**src/rtl/accel_uart_sequencer.sv**
```systemverilog
// Runs one 3x3 matrix-vector job on the datapath, then streams the latched
// results as a framed byte sequence through a single shared UART transmitter.
module accel_uart_sequencer #(
  parameter int         BYTE_GAP  = 10000,
  parameter int         TIMEOUT   = 1024,
  parameter logic [7:0] HEADER    = 8'hA5,
  parameter bit         SEND_HIGH = 1'b1
) (
  input  logic        clk,
  input  logic        reset,
  input  logic        start_req,
  output logic        acc_start,
  input  logic        acc_done,
  input  logic [15:0] y1,
  input  logic [15:0] y2,
  input  logic [15:0] y3,
  output logic [7:0]  tx_data,
  output logic        tx_transmit,
  output logic        busy,
  output logic        frame_done,
  output logic        timeout_err
);

  localparam int TW = (TIMEOUT > 2) ? $clog2(TIMEOUT) : 1;
  localparam int GW = (BYTE_GAP > 2) ? $clog2(BYTE_GAP) : 1;
  localparam logic [TW-1:0] TO_LAST  = TW'(TIMEOUT - 1);
  localparam logic [GW-1:0] GAP_LAST = GW'(BYTE_GAP - 2);
  localparam logic [2:0]    LAST_IDX = SEND_HIGH ? 3'd6 : 3'd3;

  typedef enum logic [2:0] {
    S_IDLE      = 3'd0,
    S_LAUNCH    = 3'd1,
    S_WAIT_DONE = 3'd2,
    S_SEND      = 3'd3,
    S_GAP       = 3'd4,
    S_FINISH    = 3'd5,
    S_ERROR     = 3'd6
  } state_t;

  state_t          state_r;
  state_t          next_state_s;
  logic [2:0]      idx_r;
  logic [2:0]      next_idx_s;
  logic            start_q_r;
  logic            done_q_r;
  logic            start_rise_s;
  logic            done_rise_s;
  logic [TW-1:0]   to_cnt_r;
  logic [GW-1:0]   gap_cnt_r;
  logic [15:0]     y1_r;
  logic [15:0]     y2_r;
  logic [15:0]     y3_r;
  logic [7:0]      next_byte_s;
  logic            next_busy_s;
  logic            acc_start_r;
  logic [7:0]      tx_data_r;
  logic            tx_transmit_r;
  logic            busy_r;
  logic            frame_done_r;
  logic            timeout_err_r;

  // Byte idx of the frame, built from the latched results.
  function automatic logic [7:0] frame_byte(input logic [2:0] idx,
                                            input logic [15:0] a,
                                            input logic [15:0] b,
                                            input logic [15:0] c);
    logic [7:0] res;
    res = 8'h00;
    if (SEND_HIGH) begin
      case (idx)
        3'd0:    res = HEADER;
        3'd1:    res = a[15:8];
        3'd2:    res = a[7:0];
        3'd3:    res = b[15:8];
        3'd4:    res = b[7:0];
        3'd5:    res = c[15:8];
        3'd6:    res = c[7:0];
        default: res = 8'h00;
      endcase
    end else begin
      case (idx)
        3'd0:    res = HEADER;
        3'd1:    res = a[7:0];
        3'd2:    res = b[7:0];
        3'd3:    res = c[7:0];
        default: res = 8'h00;
      endcase
    end
    return res;
  endfunction

  assign start_rise_s = start_req & ~start_q_r;
  assign done_rise_s  = acc_done & ~done_q_r;

  // Edge-detect history for the two request levels.
  always_ff @(posedge clk or negedge reset) begin
    if (!reset) begin
      start_q_r <= 1'b0;
      done_q_r  <= 1'b0;
    end else begin
      start_q_r <= start_req;
      done_q_r  <= acc_done;
    end
  end

  // Next-state and byte-index selection.
  always_comb begin
    next_state_s = state_r;
    next_idx_s   = idx_r;
    case (state_r)
      S_IDLE: begin
        if (start_rise_s) next_state_s = S_LAUNCH;
        else              next_state_s = S_IDLE;
      end
      S_LAUNCH: next_state_s = S_WAIT_DONE;
      S_WAIT_DONE: begin
        // A done edge on the final count cycle still counts as success.
        if (done_rise_s) begin
          next_state_s = S_SEND;
          next_idx_s   = 3'd0;
        end else if (to_cnt_r == TO_LAST) begin
          next_state_s = S_ERROR;
        end else begin
          next_state_s = S_WAIT_DONE;
        end
      end
      S_SEND: next_state_s = S_GAP;
      S_GAP: begin
        if (gap_cnt_r == GAP_LAST) begin
          if (idx_r == LAST_IDX) begin
            next_state_s = S_FINISH;
          end else begin
            next_state_s = S_SEND;
            next_idx_s   = idx_r + 3'd1;
          end
        end else begin
          next_state_s = S_GAP;
        end
      end
      S_FINISH: next_state_s = S_IDLE;
      S_ERROR: begin
        if (start_rise_s) next_state_s = S_LAUNCH;
        else              next_state_s = S_ERROR;
      end
      default: next_state_s = S_IDLE;
    endcase
  end

  // Busy flag and outgoing byte for the state being entered.
  always_comb begin
    next_byte_s = frame_byte(next_idx_s, y1_r, y2_r, y3_r);
    case (next_state_s)
      S_LAUNCH, S_WAIT_DONE, S_SEND, S_GAP, S_FINISH: next_busy_s = 1'b1;
      default:                                        next_busy_s = 1'b0;
    endcase
  end

  // State and byte-index registers.
  always_ff @(posedge clk or negedge reset) begin
    if (!reset) begin
      state_r <= S_IDLE;
      idx_r   <= 3'd0;
    end else begin
      state_r <= next_state_s;
      idx_r   <= next_idx_s;
    end
  end

  // Timeout and inter-byte gap counters.
  always_ff @(posedge clk or negedge reset) begin
    if (!reset) begin
      to_cnt_r  <= '0;
      gap_cnt_r <= '0;
    end else begin
      if (state_r == S_LAUNCH)         to_cnt_r <= '0;
      else if (state_r == S_WAIT_DONE) to_cnt_r <= to_cnt_r + 1'b1;
      else                             to_cnt_r <= to_cnt_r;
      if (state_r == S_SEND)           gap_cnt_r <= '0;
      else if (state_r == S_GAP)       gap_cnt_r <= gap_cnt_r + 1'b1;
      else                             gap_cnt_r <= gap_cnt_r;
    end
  end

  // Result capture on the accepted done edge; later y changes are ignored.
  always_ff @(posedge clk or negedge reset) begin
    if (!reset) begin
      y1_r <= 16'h0000;
      y2_r <= 16'h0000;
      y3_r <= 16'h0000;
    end else if (state_r == S_WAIT_DONE && done_rise_s) begin
      y1_r <= y1;
      y2_r <= y2;
      y3_r <= y3;
    end else begin
      y1_r <= y1_r;
      y2_r <= y2_r;
      y3_r <= y3_r;
    end
  end

  // Outputs are registered from the next state so they align with it.
  always_ff @(posedge clk or negedge reset) begin
    if (!reset) begin
      acc_start_r   <= 1'b0;
      tx_data_r     <= 8'h00;
      tx_transmit_r <= 1'b0;
      busy_r        <= 1'b0;
      frame_done_r  <= 1'b0;
      timeout_err_r <= 1'b0;
    end else begin
      acc_start_r   <= (next_state_s == S_LAUNCH);
      tx_transmit_r <= (next_state_s == S_SEND);
      busy_r        <= next_busy_s;
      frame_done_r  <= (next_state_s == S_FINISH);
      timeout_err_r <= (next_state_s == S_ERROR);
      if (next_state_s == S_SEND) tx_data_r <= next_byte_s;
      else                        tx_data_r <= tx_data_r;
    end
  end

  assign acc_start   = acc_start_r;
  assign tx_data     = tx_data_r;
  assign tx_transmit = tx_transmit_r;
  assign busy        = busy_r;
  assign frame_done  = frame_done_r;
  assign timeout_err = timeout_err_r;

endmodule

```
**config.mk**
```make
export PLATFORM = sky130hd
export DESIGN_NAME = accel_uart_sequencer
export DESIGN_NICKNAME = d
export VERILOG_FILES = /design/src/rtl/accel_uart_sequencer.sv
export SDC_FILE = /design/constraint.sdc
export NUM_CORES = 1
export LEC_CHECK = 0
export BUFFER_PORTS_ARGS = -buffer_cell sky130_fd_sc_hd__buf_2
export CELL_PAD_IN_SITES_DETAIL_PLACEMENT = 2
export CELL_PAD_IN_SITES_GLOBAL_PLACEMENT = 2
export CORE_MARGIN = 3
export CORE_UTILIZATION = 35
export DETAILED_ROUTE_END_ITERATION = 8
export PLACE_DENSITY_LB_ADDON = 0.1
export SYNTH_ARGS = -nofsm -noshare
export SYNTH_HDL_FRONTEND = slang
export SYNTH_SLANG_ARGS = --single-unit
```
**constraint.sdc**
```tcl
create_clock -name clk -period 3.2 [get_ports clk]
set_input_delay 0.16 -clock clk [delete_from_list [all_inputs] [get_ports clk]]
set_output_delay 0.16 -clock clk [all_outputs]
set_load 0.005 [all_outputs]
```
Yosys cells after proc, flatten, opt, wreduce, memory -nomap -nowiden --
Index checks and enable logic that the tools add are counted.
Operators by class: add/sub/neg operators 3, eq/ne operators 20, mux-type cells 17, bitwise logic cells 4, reduce and logical (&&, ||, !) cells 6
Operators by type and width (number):
- one-hot mux 8 bit (7 select lines) | 1
- two-way mux 14 bit | 2
- == test 3 bit (second input constant) | 9
- two-way mux 3 bit | 8
- two-way mux 10 bit | 2
- == test 3 x 2 -> 1 bit (second input constant) | 6
- one-hot mux 3 bit (6 select lines) | 1
- adder 14 x 1 -> 14 bit (second input constant) | 1
- == test 14 bit (second input constant) | 1
- adder 10 x 1 -> 10 bit (second input constant) | 1
- == test 10 bit (second input constant) | 1
- == test 3 x 1 -> 1 bit (second input constant) | 3
- logical NOT 3 bit | 2
- one-hot mux 3 bit (2 select lines) | 1
- OR reduction 5 bit | 1
- nonzero test 2 bit | 2
- adder 3 x 1 -> 3 bit (second input constant) | 1
- bitwise AND 1 bit | 2
- two-way mux 1 bit | 2
- inverter 1 bit | 2
- logical AND 1 bit | 1
Word-level totals: register bits 93, input bits 52, word-level logic and storage cells 65

Depth between registers and ports, before layout --
depth in word-level cells 7, mapped depth 12

Worst setup path after synthesis --
OpenSTA, ideal clock, no wires.
kind register to register, from reg gap_cnt_r[6], to reg tx_data_r[2] (netlist: tx_data[2]), setup time 0.126 ns, arrival time 2.656 ns, required time 3.074 ns, setup slack 0.418 ns, cell stages (with the launch flop) 10, buffers on the path 1, clock period less this slack 2.782 ns, cell sequence dfrtp_1 or4_4 nor4_4 a31oi_2 clkinv_2 mux2_4 buf_6 mux2i_1 o211ai_1 a221o_1
On the way: longest elaborated chain between the ends 5, elaborated cells between the ends (all ways) 14, classes of those cells 8 x eq/ne; 5 x mux; 1 x reduce/logical
Ends and longest elaborated chain:
- from (decl) | line 49 | logic [GW-1:0] gap_cnt_r;
- from (signal assigned) | line 179 | else if (state_r == S_GAP) gap_cnt_r <= gap_cnt_r + 1'b1;
- from (signal assigned) | line 180 | else gap_cnt_r <= gap_cnt_r;
- == test 14 bit * | line 129 | if (gap_cnt_r == GAP_LAST) begin
- two-way mux 3 bit | line 129
- one-hot mux 3 bit (2 select lines) | line 110 | case (state_r)
- == test 3 bit (tied with other cells) | line 70 | case (idx)
- one-hot mux 8 bit (7 select lines) | line 70
- to (signal assigned) | line 216 | if (next_state_s == S_SEND) tx_data_r <= next_byte_s;
- to (signal assigned) | line 217 | else tx_data_r <= tx_data_r;
- to (decl) | line 56 | logic [7:0] tx_data_r;
Every way passes the cells marked *; elsewhere a longest branch is shown, timed or not. A chain may end at the register's enable or synchronous reset.

Final worst setup path --
from reg gap_cnt_r[6], to reg tx_data_r[7] (netlist: tx_data[7])
On the way: longest elaborated chain between the ends 5, elaborated cells between the ends (all ways) 14, classes of those cells 8 x eq/ne; 5 x mux; 1 x reduce/logical
Ends and longest elaborated chain:
- == test 14 bit * | line 129
- two-way mux 3 bit * | line 129
- one-hot mux 3 bit (2 select lines) * | line 110
- via next_idx_s[0] | line 43 | logic [2:0] next_idx_s;
- == test 3 bit (tied with other cells) | line 70
- one-hot mux 8 bit (7 select lines) * | line 70
The timed path passes the listed nets; every way through them passes the cells marked *.

==> results.txt <==
- The flow ran to the end, and the final reports show no timing, DRC or antenna violations.
- Critical Path Sink Type: register
- Commonest cells after routing, fill and taps aside: sky130_fd_sc_hd__nand2_1, sky130_fd_sc_hd__dfrtp_1, sky130_fd_sc_hd__buf_2
- Count of final max-slew check failures: 0
* Total length of routed wires: 12.8 mm
- Type of the worst setup path: register to register
- The worst path meets setup with 0.250 ns of slack.
* Leak Pwr: roughly 2.7 nW
* Share of power burned in combinational logic: 0.286
* Portion of netlist area occupied by mux cells: 0.0375
* Share of synthesized cell area in full adder, half adder and majority cells: 0.0142
- Setup TNS: 0 ns
- Data arrives at the worst endpoint at 3.18 ns.
* Highest net fanout along the worst path: 23
- Entering global routing, the biggest net connects 50 pins.
- The clock tree synthesis step divided the H-tree into 3 levels.
- Of the total power, the share spent switching nets is 0.351.
- The worst register-to-register path ends at tx_data[7].
- Global placement routability congestion: 0.770
* First-pass GRT wire length: 21.9 mm
- Starting Density: 0.362
- Max-cap violations in this run came to 0.
* Depth of the most critical reg-to-reg path: 8
- Timing would allow up to around 0.34 GHz.
* Switch Pwr: 1.58 mW
- Headroom to the max-slew limit came out at 0.579.
- By area, the combinational part of the netlist is dominated by simple AND/OR/NAND/NOR gates.
* Via count of the first global-routing pass: between 4,000 and 5,000
- Syn Std Cell Area: between 0.004 and 0.005 mm2
- Share of post-route cells with drive strength above 1: 0.203
- Critical path startpoint: gap_cnt_r[6]
- Each instance of the synthesized netlist takes up on average 9.21 um2.
- Required @ worst endpoint: approximately 3.4 ns
* Crit start category: register
* Overall die area: 0.0140 mm2
- The worst register-to-register path begins at gap_cnt_r[6].
- Height of the die: about 120 um
- The worst path in the final design needs a cycle of approximately 3 ns, including I/O delays and setup.
* Post-synth net total: 535
* Total global routing track utilization: 0.196
- From synthesis to final layout, the design area changed by 24.1%.
* Number of cells on the worst hold path: 3
- Worst vdd ir: approximately 0.00031 V
- Power spread over the standard cell area amounts to 825 mW/mm2.
* Flip-flop and latch count after synthesis: between 90 and 100
- Detailed routing inserted a total of 3,729 vias.
- Clk pwr share: 0.277
- In the routed layout, each cell is associated on average with a via count of 5.07.
* Net count reported at finish: 619
* RSZ-0062 raised after global routing: no
- The detailed router finished its first iteration with between 100 and 150 violations.
* I/O pin cnt: 65
- Leaving out fill and tap cells, the most frequent cell in the layout is sky130_fd_sc_hd__nand2_1.
- At the pin with the least slew margin, the transition time is 0.631 ns.
- Worst hold path endpoint: y1_r[2]
- EDFF count, synth: 0
- Of the total synthesized cell area, the portion taken by XOR and XNOR cells is 0.0259.
* Final-report hold violation count: 0
- Setup slack of the most critical reg-to-reg path: ~0.25 ns
- Path class of the lowest-slack min-delay path: primary input to register
- Dividing the final minimum period by the clock period gives 0.922.
* Warnings, synthesis: 0
- Once the clock tree was built, the setup fixing pass inserted 0 buffers.
* Final antenna-violating net count: 0
* Post-detailed-route wirelength per cell: 17.4 um
* Worst-case setup slack after placement: 0.122 ns
- The tree built by TritonCTS fans out to 93 sinks.
- Filler Cell Count: 1,331
* Number of antenna violations at the first check in global routing: 0
* Simple-Gate Fraction of Synth Area: 0.250
* Grt total ovfl: 0
* Setup violations, final: 0
- TritonCTS built the clock tree.
- Sequential share of power: 0.438
* Clock root buffer: sky130_fd_sc_hd__clkbuf_16
- Internal power comes to around 2.9 mW.
- In the synthesized netlist the dominant register cell turns out to be sky130_fd_sc_hd__dfrtp_1.
- Clock latency on the worst-skew pair: 0.35 ns
- The worst hold path begins at y1[2].
* Final HPWL DP: roughly 9.0 mm
* Share of the synthesized area in compound gates (AO/OA/AOI/OAI): 0.108
* Clock transition at path regs: ~0.070 ns
- Cell Rows: 40
* CTS Buffer Depth: 2
- Post-detailed-route DRC marker count: 0
* Placeable core area: 0.0122 mm2
- Detailed Routing Iterations Pass 1: 4
- Asr flop ratio synth: 1.00
* Post-synth cell types: 54
- Post-route clock skew: around 0.0086 ns
- Antenna Diode Count: 0
- Number of clock buffers inserted by TritonCTS: 9
- From left edge to right edge, the die measures 118 um.
* Sequential-to-total area share from yosys stat: 0.529
- Port buffering added 64 buffers.
- Synthesis handed over a netlist of roughly 480 instances.
cell usage after synthesis (all sizes together) (3+ instances only):
library cell,number,area (um2)
nor2,22,82.6
ha,5,62.6
xor2,11,96.3
a22o,3,26.3
a31oi,9,77.6
dfrtp,93,2330
nand4,13,81.3
o21ai,26,130
a32o,3,30.0
nor2b,3,18.8
a221o,4,40.0
buf,7,60.1
mux2i,9,90.1
nor3,3,15.0
nand3,13,77.6
nand2,175,657
mux2,6,75.1
a21oi,15,75.1
and3,3,18.8
inv,8,32.5
o211ai,5,37.5
clkbuf,15,56.3
how the worst max path moves through the flow:
stage / depth (start not counted) / end
after floorplan: 9 / tx_data[2]
after global placement: 8 / tx_data[1]
after detailed placement: 7 / tx_data[1]
after CTS: 7 / tx_data[1]
after global routing: 9 / tx_data[1]
final: 8 / tx_data[7]
cell families (layout without fill, tap and decap cells):
group                      after synthesis  in the layout
and+or+nand+nor                        249            249
AOI/OAI and AO/OA                       71             71
DFF                                     93             93
muxes                                   15             15
xor gates and xnor gates                13             13
buffers and inverters                   32            121
adders and majority gates                5              5
registers in the layout, indices dropped and copies added (netlist names), 3 cells and up:
name / count
gap_cnt_r: 14
idx_r: 3
state_r: 3
to_cnt_r: 10
tx_data: 8
y1_r: 16
y2_r: 16
y3_r: 16
critical path: stages (launching register included):
cell and delay (ns):
sky130_fd_sc_hd__dfrtp_1 0.43, sky130_fd_sc_hd__or4_4 0.58, sky130_fd_sc_hd__nor4_4 0.39, sky130_fd_sc_hd__buf_4 0.20, sky130_fd_sc_hd__nand3_4 0.07, sky130_fd_sc_hd__mux2_4 0.42
sky130_fd_sc_hd__inv_2 0.24, sky130_fd_sc_hd__a31oi_4 0.18, sky130_fd_sc_hd__a221o_1 0.33
area by class of cell:
type,instances,area [um2],area share
Inverter,10,45.0,0.00825
Multi-Input combinational cell,353,1930,0.353
Sequential cell,93,2330,0.426
Timing Repair Buffer,95,601,0.110
Clock buffer,10,239,0.0438
Tap cell,168,210,0.0385
Clock inverter,6,110,0.0202
stage by stage:
stage / power [mW] / utilization / std cells / hold slack [ns] / cell area (um2)
after detailed placement: 3.28 / 0.405 / 701 / 0.233 / 4920
final: 4.50 / 0.449 / 735 / 0.00952 / 5460
after floorplan: 2.76 / - / 478 / -0.136 / 4400
after global placement: 3.19 / 0.405 / 701 / 0.228 / 4920
after CTS: 4.57 / 0.448 / 734 / 0.000510 / 5440
after global routing: 4.85 / 0.449 / 735 / 0.00747 / 5460
per-layer routing:
layer / track usage / vias up / part of all wire
met4: 0.0462 / 0 / 0.013
met1: 0.230 / 1885 / 0.42
li1: - / 1779 / -
met3: 0.0483 / 16 / 0.030
met2: 0.358 / 49 / 0.54
met5: 0 / - / 0
power groups by stage:
stage / registers, mW / logic [mW] / clock network, mW
6_report: 1.97 / 1.29 / 1.25
5_1_grt: 2.03 / 1.49 / 1.33
4_1_cts: 1.98 / 1.31 / 1.28
3_5_place_dp: 2.00 / 1.28 / 0
3_3_place_gp: 1.98 / 1.21 / 0
2_1_floorplan: 1.83 / 0.925 / 0
what timing repair did:
item                                   4_1_cts  5_1_grt
endpoints found under the hold margin       63        1
setup endpoints to repair                    0        8
resized for setup                            0        2
hold buffers                                17        1
(Power assumes the default switching activity.)
